--- src/rtl/alu_result_stage.sv ---
// ALU result stage: registers result/flags, maintains SR {V,N,Z,C}, and queues
// writeback results in a 2-entry skid FIFO with valid/ready on both sides.
module alu_result_stage #(
  parameter int SIZE  = 16,
  parameter int DEPTH = 2
) (
  input  logic            clk,
  input  logic            rst,
  input  logic            in_valid,
  output logic            in_ready,
  input  logic [SIZE-1:0] ARIT_OUT,
  input  logic            Cout_arit,
  input  logic            V,
  input  logic            BW,
  input  logic            upd_flags,
  input  logic [3:0]      dst_reg,
  input  logic            wb_en,
  output logic            out_valid,
  input  logic            out_ready,
  output logic [SIZE-1:0] out_data,
  output logic [3:0]      out_reg,
  input  logic            sr_we,
  input  logic [3:0]      sr_wdata,
  output logic [3:0]      SR_FLAGS
);

  logic [SIZE-1:0] mem_data [2];
  logic [3:0]      mem_reg  [2];
  logic            wr_ptr, rd_ptr;
  logic [1:0]      count, count_nxt;

  logic            accept, push, pop;
  logic [SIZE-1:0] res;
  logic            flag_c, flag_n, flag_z;

  // Byte ops: upstream zero-extends operands, so the byte carry lands in bit 8.
  always_comb begin
    res    = ARIT_OUT;
    flag_c = Cout_arit;
    flag_n = ARIT_OUT[SIZE-1];
    if (BW) begin
      res    = {{(SIZE-8){1'b0}}, ARIT_OUT[7:0]};
      flag_c = ARIT_OUT[8];
      flag_n = ARIT_OUT[7];
    end
    flag_z = (res == '0);
  end

  assign accept    = in_valid & in_ready;
  assign push      = accept & wb_en;
  assign out_valid = (count != 2'd0);
  assign pop       = out_valid & out_ready;
  assign count_nxt = count + {1'b0, push} - {1'b0, pop};
  assign out_data  = mem_data[rd_ptr];
  assign out_reg   = mem_reg[rd_ptr];

  always_ff @(posedge clk) begin
    if (rst) begin
      count    <= 2'd0;
      wr_ptr   <= 1'b0;
      rd_ptr   <= 1'b0;
      in_ready <= 1'b1;
      SR_FLAGS <= 4'd0;
      for (int i = 0; i < 2; i++) begin
        mem_data[i] <= '0;
        mem_reg[i]  <= '0;
      end
    end else begin
      count    <= count_nxt;
      // Registered from next-state count: no out_ready -> in_ready path.
      in_ready <= (count_nxt < 2'(DEPTH));
      if (push) begin
        mem_data[wr_ptr] <= res;
        mem_reg[wr_ptr]  <= dst_reg;
        wr_ptr           <= ~wr_ptr;
      end
      if (pop)
        rd_ptr <= ~rd_ptr;
      if (sr_we)
        SR_FLAGS <= sr_wdata;
      else if (accept && upd_flags)
        SR_FLAGS <= {V, flag_n, flag_z, flag_c};
    end
  end

endmodule

--- config.mk ---
export PLATFORM = sky130hd
export DESIGN_NAME = alu_result_stage
export DESIGN_NICKNAME = d
export VERILOG_FILES = /design/src/rtl/alu_result_stage.sv
export SDC_FILE = /design/constraint.sdc
export NUM_CORES = 1
export LEC_CHECK = 0
export ABC_AREA = 1
export CAP_MARGIN = 20
export CORE_MARGIN = 2
export CORE_UTILIZATION = 48
export CTS_CLUSTER_DIAMETER = 100
export DETAILED_ROUTE_END_ITERATION = 12
export PLACE_DENSITY = 0.79
export SYNTH_ARGS = -nofsm -noshare
export SYNTH_HDL_FRONTEND = slang
export SYNTH_SLANG_ARGS = --single-unit
--- constraint.sdc ---
create_clock -name clk -period 1.95 [get_ports clk]
set_input_delay 0.39 -clock clk [delete_from_list [all_inputs] [get_ports clk]]
set_output_delay 0.39 -clock clk [all_outputs]
set_load 0.01 [all_outputs]
==> results.md, run 1 <==
* Fmax at 533 MHz
* Hold Startpoint: rd_ptr$_SDFFE_PP0P_
* Final Skew at 0.00753 ns
* Maximum VDD drop at 656 uV
* Ys async rst share at 0%
* Post-synthesis cell area at 2250 um^2
* Post-route ant nets at 0
* Final WL at 4.49 mm
* CP Launch Type: flop
* Initial core utilization at 50.6%
* RSZ-0062 raised after global routing: false
* Final setup violating endpoints at 0
* Slew HR at 84.7%
* # IOs at 60
* Launch point of the worst reg-to-reg path: count[0]$_SDFF_PP0_
* Slew at the pin with the worst max-slew slack at 0.227 ns
* Total clock sinks at 50
* Largest register FFs at 32
* Lkg Pwr at 0.00134 uW
* CTS Buf Count at 5
* Die W at 72.5 um
* Critical Path Sink Type: output port
* Clk Latency, worst-skew pair at 0.29 ns
* Final Cell Area at 3070 um^2
* Post-synth top flop: edfxtp_1
* Number of vias in the routed layout at 1,626
* HPWL after DPL at 3.10 mm
* Tcrit/Tclk final at 96.2%
* Share of cells above drive strength 1 at 17.9%
* Warnings from Yosys at 0
* Min-Delay Path Class: flop to flop
* Diode count at 0
* Antenna violations before repair at 0
* Total gr overflow at 0
* Dpl ws at -0.149 ns
* GPL Wtd Cong at 0.790
* Drt first-iter violations at 104
* Avg Inst Size Synth at 11.0 um^2
* Worst endpoint required time at 1.56 ns
* Worst-path clk slew at 0.09 ns
* Total GRT Usage at 18.0%
* Mapped Nets at 240
* Register area share after synthesis at 62.3%
* Worst Path Max Fanout at 10
* Drt first pass iters at 4
* Post-synth EDFFs at 40
* Crit Path Category: flop to output port
* Vias in the first global route at 1,565
* Synth Register Bits at 50
* Crit path DAT at 1.49 ns
* Status: finished, final reports clean
* Root buf cell: clkbuf_8
* Cells after Synth at 205
* Die Area at 5250 um^2
* I/O Buffers at 59
* Via/cell ratio at 4.99
* Library cells used by synthesis at 23
* Site Rows at 24
* CTS tree: done
* Layout Nets at 309
* Largest net degree at the start of global routing at 22
* Maxcap violations at 0
* WL per Instance at 13.8 um
* Placed Area at 2960 um^2
* # DRC at 0
* Core ar. at 4440 um^2
* Fin Setup TNS at 0 ns
* Fin. Hold Viols at 0
* Commonest non-fill, non-tap cells in the layout: 51 x nor2_1, 40 x edfxtp_1, 38 x clkdlybuf4s50_1
* P&R area growth vs syn at 36.3%
* H-Tree Depth at 2
* Most common cell after layout, fill and taps aside: nor2_1
* Fin Hold WS at 0.461 ns
* Max-slew violation count at 0
* Die Height at 72.5 um
* Clock Tree Buf Depth at 2
* Final setup margin at 0.0737 ns
* Postcts setup bufs at 0
* Min Clock Period, post-route at 1.88 ns
* First-pass GRT wire length at 7.16 mm
* Pwr per Cell Area at 948 nW/um^2
## routing by layer
layer,routed length (um),track usage [%]
met5,0,0
met4,50,4.94
met3,210,3.47
met2,2390,32.3
met1,1830,22.3
## cell usage after synthesis (3+ instances only)
cell,instances,area [um^2]
a21oi_1,4,20.0
buf_2,4,20.0
buf_6,3,33.8
dfxtp_1,10,200
edfxtp_1,40,1200
inv_1,19,71.3
mux2_2,20,225
nand2_1,25,93.8
nand3_1,5,25.0
nor2_1,51,191
o21ai_0,6,30.0
## final cells by class
| type | instances | area, um^2 |
|---|---|---|
| Tap cell | 52 | 65.1 |
| Timing Repair Buffer | 69 | 701 |
| Fill cell | 350 | 1380 |
| Clock inverter | 2 | 33.8 |
| Sequential cell | 50 | 1400 |
| Inverter | 21 | 78.8 |
| Multi-Input combinational cell | 127 | 716 |
| Clock buffer | 5 | 68.8 |
## repair_timing
| action | in CTS | in global routing |
|---|---|---|
| gates resized for setup | 22 | 1 |
| setup endpoints to repair | 20 | 1 |
| gates cloned | 1 | 0 |
| hold buffers | 0 | 0 |
## per-stage QoR
stage | cells | total power (uW) | utilization [%]
5_1_grt | 326 | 3050 | 69.0
2_1_floorplan | 205 | 1800 | -
4_1_cts | 326 | 2930 | 68.9
3_3_place_gp | 318 | 2250 | 66.5
6_report | 326 | 2910 | 69.0
3_5_place_dp | 318 | 2270 | 66.5
## where the power goes
part	internal [uW]	leakage (uW)	switching [uW]
clock	371	0.0000517	319
combinational	498	0.000790	384
sequential	1270	0.000499	63.5
total	2140	0.00134	766
## critical path: stages (launching register included)
cell and delay, ns:
dfxtp_2 0.41, buf_12 0.15, mux2_2 0.35, dlygate4sd2_1 0.29
## logic make-up after synthesis
family                     Yosys count  synth area share (%)
xor gates and xnor gates             1                 0.389
buffers and inverters               28                  5.90
muxes                               20                  10.0
adders and majority gates            1                 0.556
AOI/OAI and AO/OA                   16                  4.06
and+or+nand+nor                     89                  16.8
DFF                                 50                  62.3
## path summary, 6_finish.rpt
| check | slack, ns | cells past startpoint | end |
|---|---|---|---|
| max | 0.07 | 3 | out_data[7] |
| min | 0.46 | 1 | rd_ptr$_SDFFE_PP0P_ |
| max reg2reg | 0.30 | 10 | count[1]$_SDFF_PP0_ |
| min reg2reg | 0.46 | 1 | rd_ptr$_SDFFE_PP0P_ |
No activity file was read; power rests on OpenSTA's default activity.
==> run 2: changes to the inputs <==
Settings changed: CTS_CLUSTER_SIZE set to 14.
==> results of run 2 <==
No change in the layout: final DEF, timing and power equal those of run 1.
